==> src/rtl/vx_fetch_pkg.sv <==
// Shared types and width helpers for the instruction fetch stage.
// Defaults describe the standard 4-warp, 4-thread core configuration.
package vx_fetch_pkg;

    localparam int DEF_NUM_WARPS   = 4;
    localparam int DEF_NUM_THREADS = 4;
    localparam int DEF_PC_BITS     = 31;
    localparam int DEF_UUID_WIDTH  = 44;

    // A single-warp core still carries a 1-bit warp id.
    function automatic int calc_nw_width(input int num_warps);
        return (num_warps > 1) ? $clog2(num_warps) : 1;
    endfunction

    localparam int DEF_NW_WIDTH = calc_nw_width(DEF_NUM_WARPS);

    typedef struct packed {
        logic [DEF_NW_WIDTH-1:0]    wid;
        logic [DEF_NUM_THREADS-1:0] tmask;
        logic [DEF_PC_BITS-1:0]     pc;
        logic [DEF_UUID_WIDTH-1:0]  uuid;
        logic [31:0]                instr;
    } fetch_t;

endpackage

==> src/rtl/vx_fetch_if.sv <==
// Handshake bundle between the fetch stage and its scheduler, icache and decode neighbours.
// The master side is the fetch stage; the slave side is everything around it.
interface vx_fetch_if
    import vx_fetch_pkg::*;
#(
    parameter int NUM_WARPS   = DEF_NUM_WARPS,
    parameter int NUM_THREADS = DEF_NUM_THREADS,
    parameter int PC_BITS     = DEF_PC_BITS,
    parameter int UUID_WIDTH  = DEF_UUID_WIDTH
) ();

    localparam int NW_WIDTH = calc_nw_width(NUM_WARPS);

    logic                   sched_valid;
    logic                   sched_ready;
    logic [NW_WIDTH-1:0]    sched_wid;
    logic [NUM_THREADS-1:0] sched_tmask;
    logic [PC_BITS-1:0]     sched_pc;
    logic [UUID_WIDTH-1:0]  sched_uuid;

    logic                   icache_req_valid;
    logic                   icache_req_ready;
    logic [PC_BITS-2:0]     icache_req_addr;
    logic [NW_WIDTH-1:0]    icache_req_tag;

    logic                   icache_rsp_valid;
    logic                   icache_rsp_ready;
    logic [31:0]            icache_rsp_data;
    logic [NW_WIDTH-1:0]    icache_rsp_tag;

    logic                   fetch_valid;
    logic                   fetch_ready;
    logic [NW_WIDTH-1:0]    fetch_wid;
    logic [NUM_THREADS-1:0] fetch_tmask;
    logic [PC_BITS-1:0]     fetch_pc;
    logic [UUID_WIDTH-1:0]  fetch_uuid;
    logic [31:0]            fetch_instr;

    logic                   busy;

    modport master (
        input  sched_valid, sched_wid, sched_tmask, sched_pc, sched_uuid,
        output sched_ready,
        output icache_req_valid, icache_req_addr, icache_req_tag,
        input  icache_req_ready,
        input  icache_rsp_valid, icache_rsp_data, icache_rsp_tag,
        output icache_rsp_ready,
        output fetch_valid, fetch_wid, fetch_tmask, fetch_pc, fetch_uuid, fetch_instr,
        input  fetch_ready,
        output busy
    );

    modport slave (
        output sched_valid, sched_wid, sched_tmask, sched_pc, sched_uuid,
        input  sched_ready,
        input  icache_req_valid, icache_req_addr, icache_req_tag,
        output icache_req_ready,
        output icache_rsp_valid, icache_rsp_data, icache_rsp_tag,
        input  icache_rsp_ready,
        input  fetch_valid, fetch_wid, fetch_tmask, fetch_pc, fetch_uuid, fetch_instr,
        output fetch_ready,
        input  busy
    );

endinterface

==> src/rtl/vx_fetch_tag_table.sv <==
// Per-warp context table ({tmask, pc, uuid}) with one pending bit per warp marking
// that an icache request for that warp is outstanding.
module vx_fetch_tag_table
    import vx_fetch_pkg::*;
#(
    parameter  int NUM_WARPS   = DEF_NUM_WARPS,
    parameter  int NUM_THREADS = DEF_NUM_THREADS,
    parameter  int PC_BITS     = DEF_PC_BITS,
    parameter  int UUID_WIDTH  = DEF_UUID_WIDTH,
    localparam int NW_WIDTH    = calc_nw_width(NUM_WARPS),
    localparam int ENTRY_W     = NUM_THREADS + PC_BITS + UUID_WIDTH
) (
    input  logic                 clk,
    input  logic                 reset,
    input  logic                 i_wr_en,
    input  logic [NW_WIDTH-1:0]  i_wr_addr,
    input  logic [ENTRY_W-1:0]   i_wr_data,
    input  logic [NW_WIDTH-1:0]  i_rd_addr,
    output logic [ENTRY_W-1:0]   o_rd_data,
    input  logic                 i_set_en,
    input  logic [NW_WIDTH-1:0]  i_set_idx,
    input  logic                 i_clr_en,
    input  logic [NW_WIDTH-1:0]  i_clr_idx,
    output logic [NUM_WARPS-1:0] o_pending,
    output logic                 o_any_pending_nxt
);

    logic [ENTRY_W-1:0]   r_mem [NUM_WARPS];
    logic [NUM_WARPS-1:0] r_pending;
    logic [NUM_WARPS-1:0] w_pending_nxt;

    // NOTE: table storage has no reset; the pending bits alone say which entries are live.
    always_ff @(posedge clk) begin
        if (i_wr_en) begin
            r_mem[i_wr_addr] <= i_wr_data;
        end
    end

    assign o_rd_data = r_mem[i_rd_addr];

    // NOTE: blocking assignments with a default first keep this purely combinational (no latch).
    always_comb begin
        w_pending_nxt = r_pending;
        if (i_set_en) begin
            w_pending_nxt[i_set_idx] = 1'b1;
        end
        if (i_clr_en) begin
            w_pending_nxt[i_clr_idx] = 1'b0;
        end
    end

    // NOTE: sequential state uses non-blocking assignments so all flops update together.
    always_ff @(posedge clk or negedge reset) begin
        if (!reset) begin
            r_pending <= '0;
        end else begin
            r_pending <= w_pending_nxt;
        end
    end

    assign o_pending         = r_pending;
    assign o_any_pending_nxt = |w_pending_nxt;

endmodule

==> src/rtl/vx_fetch.sv <==
// Instruction fetch stage: accepts warp schedules, issues one icache request at a time
// and returns fetched instructions with their warp context in icache response order.
module vx_fetch
    import vx_fetch_pkg::*;
#(
    parameter int NUM_WARPS   = DEF_NUM_WARPS,
    parameter int NUM_THREADS = DEF_NUM_THREADS,
    parameter int PC_BITS     = DEF_PC_BITS,
    parameter int UUID_WIDTH  = DEF_UUID_WIDTH
) (
    input  logic       clk,
    input  logic       reset,
    vx_fetch_if.master bus
);

    localparam int NW_WIDTH = calc_nw_width(NUM_WARPS);
    localparam int ENTRY_W  = NUM_THREADS + PC_BITS + UUID_WIDTH;
    localparam int OUT_W    = NW_WIDTH + ENTRY_W + 32;

    logic                 r_alive;
    logic                 r_req_full;
    logic                 w_req_full_nxt;
    logic [PC_BITS-2:0]   r_req_addr;
    logic [NW_WIDTH-1:0]  r_req_tag;

    logic [OUT_W-1:0]     r_out_mem [2];
    logic                 r_out_wr_ptr;
    logic                 r_out_rd_ptr;
    logic [1:0]           r_out_count;
    logic [1:0]           w_out_count_nxt;
    logic                 r_busy;

    logic [NUM_WARPS-1:0] w_pending;
    logic                 w_any_pending_nxt;
    logic [ENTRY_W-1:0]   w_rd_entry;

    logic                 w_sched_fire;
    logic                 w_req_fire;
    logic                 w_rsp_fire;
    logic                 w_fetch_fire;

    // r_alive holds the ready outputs low until the first clock after reset release.
    assign bus.sched_ready      = r_alive & ~r_req_full & ~w_pending[bus.sched_wid];
    assign bus.icache_req_valid = r_req_full;
    assign bus.icache_req_addr  = r_req_addr;
    assign bus.icache_req_tag   = r_req_tag;
    assign bus.icache_rsp_ready = r_alive & (r_out_count != 2'd2);
    assign bus.fetch_valid      = (r_out_count != 2'd0);
    assign bus.busy             = r_busy;

    assign {bus.fetch_wid, bus.fetch_tmask, bus.fetch_pc, bus.fetch_uuid, bus.fetch_instr} =
        r_out_mem[r_out_rd_ptr];

    assign w_sched_fire = bus.sched_valid & bus.sched_ready;
    assign w_req_fire   = r_req_full & bus.icache_req_ready;
    assign w_rsp_fire   = bus.icache_rsp_valid & bus.icache_rsp_ready;
    assign w_fetch_fire = bus.fetch_valid & bus.fetch_ready;

    vx_fetch_tag_table #(
        .NUM_WARPS   (NUM_WARPS),
        .NUM_THREADS (NUM_THREADS),
        .PC_BITS     (PC_BITS),
        .UUID_WIDTH  (UUID_WIDTH)
    ) u_tag_table (
        .clk               (clk),
        .reset             (reset),
        .i_wr_en           (w_sched_fire),
        .i_wr_addr         (bus.sched_wid),
        .i_wr_data         ({bus.sched_tmask, bus.sched_pc, bus.sched_uuid}),
        .i_rd_addr         (bus.icache_rsp_tag),
        .o_rd_data         (w_rd_entry),
        .i_set_en          (w_sched_fire),
        .i_set_idx         (bus.sched_wid),
        .i_clr_en          (w_rsp_fire),
        .i_clr_idx         (bus.icache_rsp_tag),
        .o_pending         (w_pending),
        .o_any_pending_nxt (w_any_pending_nxt)
    );

    // A new schedule reloads the request buffer even if the old request leaves this cycle.
    always_comb begin
        w_req_full_nxt = r_req_full;
        if (w_sched_fire) begin
            w_req_full_nxt = 1'b1;
        end else if (w_req_fire) begin
            w_req_full_nxt = 1'b0;
        end

        w_out_count_nxt = r_out_count;
        case ({w_rsp_fire, w_fetch_fire})
            2'b10:   w_out_count_nxt = r_out_count + 2'd1;
            2'b01:   w_out_count_nxt = r_out_count - 2'd1;
            default: w_out_count_nxt = r_out_count;
        endcase
    end

    always_ff @(posedge clk or negedge reset) begin
        if (!reset) begin
            r_alive      <= 1'b0;
            r_req_full   <= 1'b0;
            r_req_addr   <= '0;
            r_req_tag    <= '0;
            r_out_wr_ptr <= 1'b0;
            r_out_rd_ptr <= 1'b0;
            r_out_count  <= 2'd0;
            r_busy       <= 1'b0;
        end else begin
            r_alive    <= 1'b1;
            r_req_full <= w_req_full_nxt;
            if (w_sched_fire) begin
                r_req_addr <= bus.sched_pc[PC_BITS-1:1];
                r_req_tag  <= bus.sched_wid;
            end
            if (w_rsp_fire) begin
                r_out_wr_ptr <= ~r_out_wr_ptr;
            end
            if (w_fetch_fire) begin
                r_out_rd_ptr <= ~r_out_rd_ptr;
            end
            r_out_count <= w_out_count_nxt;
            // Built from next-state terms so busy tracks the state it summarises.
            r_busy      <= w_any_pending_nxt | w_req_full_nxt | (w_out_count_nxt != 2'd0);
        end
    end

    always_ff @(posedge clk) begin
        if (w_rsp_fire) begin
            r_out_mem[r_out_wr_ptr] <= {bus.icache_rsp_tag, w_rd_entry, bus.icache_rsp_data};
        end
    end

    // A response may only return for a warp that still has a request outstanding.
    assert property (@(posedge clk) disable iff (!reset)
        w_rsp_fire |-> w_pending[bus.icache_rsp_tag])
    else $error("icache response for warp %0d with no outstanding request", bus.icache_rsp_tag);

endmodule

==> src/flat_wrapper.sv <==
// flat-port wrapper written by rule: the top's interface ports become plain ports
module vx_fetch_flat import vx_fetch_pkg::*;
#(
    parameter int NUM_WARPS   = DEF_NUM_WARPS,
    parameter int NUM_THREADS = DEF_NUM_THREADS,
    parameter int PC_BITS     = DEF_PC_BITS,
    parameter int UUID_WIDTH  = DEF_UUID_WIDTH
)
  (clk, reset, bus_sched_valid, bus_sched_wid, bus_sched_tmask, bus_sched_pc, bus_sched_uuid, bus_sched_ready, bus_icache_req_valid, bus_icache_req_addr, bus_icache_req_tag, bus_icache_req_ready, bus_icache_rsp_valid, bus_icache_rsp_data, bus_icache_rsp_tag, bus_icache_rsp_ready, bus_fetch_valid, bus_fetch_wid, bus_fetch_tmask, bus_fetch_pc, bus_fetch_uuid, bus_fetch_instr, bus_fetch_ready, bus_busy);
  vx_fetch_if #(.NUM_WARPS(NUM_WARPS), .NUM_THREADS(NUM_THREADS), .PC_BITS(PC_BITS), .UUID_WIDTH(UUID_WIDTH)) bus_i ();
  input  logic clk;
  input  logic reset;
  input wire logic [$bits(bus_i.sched_valid)-1:0] bus_sched_valid;
  input wire logic [$bits(bus_i.sched_wid)-1:0] bus_sched_wid;
  input wire logic [$bits(bus_i.sched_tmask)-1:0] bus_sched_tmask;
  input wire logic [$bits(bus_i.sched_pc)-1:0] bus_sched_pc;
  input wire logic [$bits(bus_i.sched_uuid)-1:0] bus_sched_uuid;
  output wire logic [$bits(bus_i.sched_ready)-1:0] bus_sched_ready;
  output wire logic [$bits(bus_i.icache_req_valid)-1:0] bus_icache_req_valid;
  output wire logic [$bits(bus_i.icache_req_addr)-1:0] bus_icache_req_addr;
  output wire logic [$bits(bus_i.icache_req_tag)-1:0] bus_icache_req_tag;
  input wire logic [$bits(bus_i.icache_req_ready)-1:0] bus_icache_req_ready;
  input wire logic [$bits(bus_i.icache_rsp_valid)-1:0] bus_icache_rsp_valid;
  input wire logic [$bits(bus_i.icache_rsp_data)-1:0] bus_icache_rsp_data;
  input wire logic [$bits(bus_i.icache_rsp_tag)-1:0] bus_icache_rsp_tag;
  output wire logic [$bits(bus_i.icache_rsp_ready)-1:0] bus_icache_rsp_ready;
  output wire logic [$bits(bus_i.fetch_valid)-1:0] bus_fetch_valid;
  output wire logic [$bits(bus_i.fetch_wid)-1:0] bus_fetch_wid;
  output wire logic [$bits(bus_i.fetch_tmask)-1:0] bus_fetch_tmask;
  output wire logic [$bits(bus_i.fetch_pc)-1:0] bus_fetch_pc;
  output wire logic [$bits(bus_i.fetch_uuid)-1:0] bus_fetch_uuid;
  output wire logic [$bits(bus_i.fetch_instr)-1:0] bus_fetch_instr;
  input wire logic [$bits(bus_i.fetch_ready)-1:0] bus_fetch_ready;
  output wire logic [$bits(bus_i.busy)-1:0] bus_busy;
  assign bus_i.sched_valid = bus_sched_valid;
  assign bus_i.sched_wid = bus_sched_wid;
  assign bus_i.sched_tmask = bus_sched_tmask;
  assign bus_i.sched_pc = bus_sched_pc;
  assign bus_i.sched_uuid = bus_sched_uuid;
  assign bus_sched_ready = bus_i.sched_ready;
  assign bus_icache_req_valid = bus_i.icache_req_valid;
  assign bus_icache_req_addr = bus_i.icache_req_addr;
  assign bus_icache_req_tag = bus_i.icache_req_tag;
  assign bus_i.icache_req_ready = bus_icache_req_ready;
  assign bus_i.icache_rsp_valid = bus_icache_rsp_valid;
  assign bus_i.icache_rsp_data = bus_icache_rsp_data;
  assign bus_i.icache_rsp_tag = bus_icache_rsp_tag;
  assign bus_icache_rsp_ready = bus_i.icache_rsp_ready;
  assign bus_fetch_valid = bus_i.fetch_valid;
  assign bus_fetch_wid = bus_i.fetch_wid;
  assign bus_fetch_tmask = bus_i.fetch_tmask;
  assign bus_fetch_pc = bus_i.fetch_pc;
  assign bus_fetch_uuid = bus_i.fetch_uuid;
  assign bus_fetch_instr = bus_i.fetch_instr;
  assign bus_i.fetch_ready = bus_fetch_ready;
  assign bus_busy = bus_i.busy;
  vx_fetch #(.NUM_WARPS(NUM_WARPS), .NUM_THREADS(NUM_THREADS), .PC_BITS(PC_BITS), .UUID_WIDTH(UUID_WIDTH)) u_core (.clk(clk), .reset(reset), .bus(bus_i));
endmodule
==> config.mk <==
export PLATFORM = sky130hd
export DESIGN_NAME = vx_fetch_flat
export DESIGN_NICKNAME = d
export VERILOG_FILES = /design/src/rtl/vx_fetch_pkg.sv /design/src/rtl/vx_fetch_if.sv /design/src/rtl/vx_fetch_tag_table.sv /design/src/rtl/vx_fetch.sv /design/src/flat_wrapper.sv
export SDC_FILE = /design/constraint.sdc
export NUM_CORES = 1
export LEC_CHECK = 0
export ABC_AREA = 0
export CORE_ASPECT_RATIO = 0.5
export CORE_MARGIN = 4
export CORE_UTILIZATION = 59
export CTS_CLUSTER_DIAMETER = 100
export CTS_CLUSTER_SIZE = 30
export DETAILED_ROUTE_END_ITERATION = 16
export PLACE_DENSITY = 0.91
export SYNTH_ARGS = -nofsm -noshare
export SYNTH_HDL_FRONTEND = slang
export SYNTH_SLANG_ARGS = --single-unit
==> constraint.sdc <==
create_clock -name clk -period 20.1 [get_ports clk]
set_clock_uncertainty 0.05 [all_clocks]
set_input_delay 6.03 -clock clk [delete_from_list [all_inputs] [get_ports clk]]
set_output_delay 6.03 -clock clk [all_outputs]
set_load 0.01 [all_outputs]
==> impl_metrics.py <==
metrics = {
    "power_and_ir_drop": {
        "power_frac_comb_pct": 23.9,
        "p_sw_share_pct": 25.2,
        "power_density_nw_per_um2": 109,
        "power.leakage_uw": 0.00806,
        "p_switching_uw": 690,
        "p_clk_share_pct": 19.9,
        "ir_drop_mv": 0.0608,
        "pwr-share-seq_pct": 56.2,
        "p_int_uw": 2050,
    },
    "finish": {
        "fillers": 1933,
        "drive_gt1_share_pct": 22.7,
        "multi_input_area_um2": 3840,
        "area_growth_pct": 18.1,
        "regArea_um2": 17400,
        "stdcell_area_um2": 25200,
        "nets": 1295,
    },
    "sta": {
        "finalHoldViolCount": 0,
        "relSlewSlack_pct": 20.5,
        "tns_ns": 0,
        "max_freq_ghz": 0.0707,
        "setup_viol": 0,
        "slew_violations": 0,
        "finalCriticalPeriod_ns": 14.15,
        "min_period_over_period_pct": 70.4,
        "rsz0062_at_grt": "false",
        "tightest_slew_ns": 1.18,
    },
    "synthesis": {
        "synth_area_um2": 21300,
        "yosys_register_bits": 585,
        "yosys.area.top_type_share_pct": 76.2,
        "synth_common_cells": "542 x edfxtp_1, 142 x mux2_2, 80 x mux4_2",
        "yosys-top-cells-area": "edfxtp_1 76%, mux4_2 8.4%, mux2_2 7.5%, dfrtp_1 5.0%, buf_2 0.35%",
        "synth.distinct_cells": 38,
        "synth_cells": 903,
        "syn_avg_cell_area_um2": 23.6,
        "async_flop_share_pct": 7.35,
        "synth_top_cell_by_area": "edfxtp_1",
        "synth_ff_type": "edfxtp_1",
        "mappedNetlistNets": 1025,
        "synth_most_common_cell": "edfxtp_1",
        "synth_edf_count": 542,
        "ys_warn_count": 0,
        "synth_seq_area_share_pct": 81.3,
    },
    "run": {
        "cap_violations": 0,
    },
    "placed_design": {
        "post-dp-hpwl_mm": 25.3,
        "place_area_um2": 24600,
        "gp_congestion": 0.843,
        "portBuffers": 270,
    },
    "floorplanning": {
        "fp.dieH_um": 143,
        "initial_core_util_pct": 60.9,
        "die_w_um": 277,
        "core_um2": 35100,
        "io_pins": 271,
        "num_rows": 48,
        "fp.dieArea_um2": 39500,
    },
    "worst_setup_path": {
        "critPathCaptureType": "output port",
        "cp.required_ns": 14.02,
        "critical_path.max_fanout": 8,
        "arrival_ns": 8.07,
        "crit_type": "primary input to output port",
        "startpoint_type": "primary input",
    },
    "clock_network": {
        "cts_root_buf": "clkbuf_16",
        "cts_resized": 0,
        "cts_buffer_depth": 3,
        "cts_setup_buffers": 0,
        "ctsHtreeMaxLevel": 1,
        "cts.sinks": 585,
        "cts_tree": "yes",
        "cts_hold_buf": 0,
        "cts_buffers": 23,
        "clkTransAtPathRegs_ns": 0.11,
        "insertion_delay_ns": 0.55,
    },
    "grt": {
        "antenna_found_initial": 1,
        "grt_pass1_vias": 10300,
        "overflow": 0,
        "grt_pass1_wl_mm": 62.9,
        "grt_max_degree": 74,
        "grt.total_usage_pct": 20.8,
    },
    "route": {
        "vias_per_cell": 5.90,
        "num_vias": 9770,
        "ant_nets": 0,
        "routed_wl_mm": 41.2,
        "drc_errors": 0,
        "first_pass_iters": 7,
        "drt_iter0_drc": 768,
        "wl_per_cell_um": 24.9,
    },
    "status": {
        "status": "complete, no violations",
    },
    "min_path": {
        "hp-class": "flop to flop",
    },
}
## power by group through the flow
stage / clock, µW / combinational (µW) / sequential [µW]
floorplan: 0 / 321 / 1550
global placement: 0 / 641 / 1550
detailed placement: 0 / 659 / 1560
CTS: 557 / 664 / 1540
global route: 609 / 689 / 1550
finish: 546 / 653 / 1540
## kinds of logic after synthesis
family / synth area share (%)
simple gates: 0.920
xor+xnor: 0.246
buf+inv: 0.879
other cells: 0.0176
fa+ha+maj: 0.0586
compound gates: 0.504
flops: 81.3
mux: 16.1
## routing by layer
metal,vias to the layer above,GRT usage [%],share of wire [%]
met3,73,2.66,4.5
li1,4216,-,-
met4,0,5.19,2.9
met2,339,39.5,56
met1,5142,26.0,37
met5,-,0,0
## critical path, stage by stage
cell and delay (ns):
clkdlybuf4s50_1 0.65, mux4_2 0.62, nor3b_1 0.20, clkdlybuf4s50_1 0.57
## state kept, by name, summed over array words and instances, names as in the netlist
register                      cells
u_core.u_tag_table.r_mem        316
u_core.bus.icache_req_valid       1
u_core.r_out_mem                226
u_core.r_out_wr_ptr               1
u_core.r_alive                    1
u_core.r_out_rd_ptr               1
u_core.bus.icache_req_tag         2
u_core.bus.busy                   1
u_core.u_tag_table.o_pending      4
u_core.bus.icache_req_addr       30
u_core.r_out_count                2
## layout by cell type (no fill, tap or decap), types with 2 or more instances in the layout
master,Yosys,layout
a21o_1,2,2
a211oi_1,2,2
and2_1,4,3
nor3_1,3,2
clkbuf_1,8,8
inv_1,4,4
xor2_1,3,3
nor3b_1,2,2
nand2b_1,3,3
clkbuf_16,0,23
buf_4,0,11
o21ai_0,3,3
mux2_2,142,142
nand2_1,3,3
xnor2_1,3,3
mux4_2,80,80
dfrtp_1,43,42
a31oi_1,3,3
nor2_1,4,2
mux2_1,3,3
nor2b_1,2,2
clkdlybuf4s50_1,0,267
edfxtp_1,542,542
nor2_4,0,2
## through the flow
step	power [µW]	hold WS [ns]	cells	util, %	worst slack [ns]
4_1_cts	2760	0.468	1655	71.8	5.95
6_report	2740	0.465	1656	71.9	5.95
2_1_floorplan	1870	0.410	903	-	5.44
3_3_place_gp	2190	0.420	1623	70.1	5.89
3_5_place_dp	2220	0.443	1623	70.1	5.96
5_1_grt	2850	0.493	1656	71.9	5.89
## worst paths after layout
path / start / endpoint / slack [ns] / cells after the start
max in group asynchronous: reset / u_core.r_out_rd_ptr$_DFFE_PN0P_ / 13.62 / 1
min in group asynchronous: reset / u_core.bus.icache_req_tag[1]$_DFFE_PN0P_ / 5.61 / 1
max reg2reg: u_core.bus.icache_req_valid$_DFF_PN0_ / u_core.u_tag_table.r_mem[0][22]$_DFFE_PP_ / 16.65 / 3
min: u_core.bus.icache_req_addr[17]$_DFFE_PN0P_ / u_core.bus.icache_req_addr[17]$_DFFE_PN0P_ / 0.47 / 1
max: bus_sched_wid[0] / bus_sched_ready / 5.95 / 4
min reg2reg: u_core.bus.icache_req_addr[17]$_DFFE_PN0P_ / u_core.bus.icache_req_addr[17]$_DFFE_PN0P_ / 0.47 / 1
## layout make-up
| cell class | instances | area share (%) |
|---|---|---|
| clock buffers | 31 | 2.40 |
| repair buffers | 280 | 11.0 |
| diodes | 1 | 0.00993 |
| well taps | 475 | 2.36 |
| multi-input cells | 279 | 15.2 |
| inverters | 4 | 0.0596 |
| clock inverters | 1 | 0.0645 |
| flip-flops and latches | 585 | 68.9 |
Note: power is estimated with default switching activity, not from simulation.
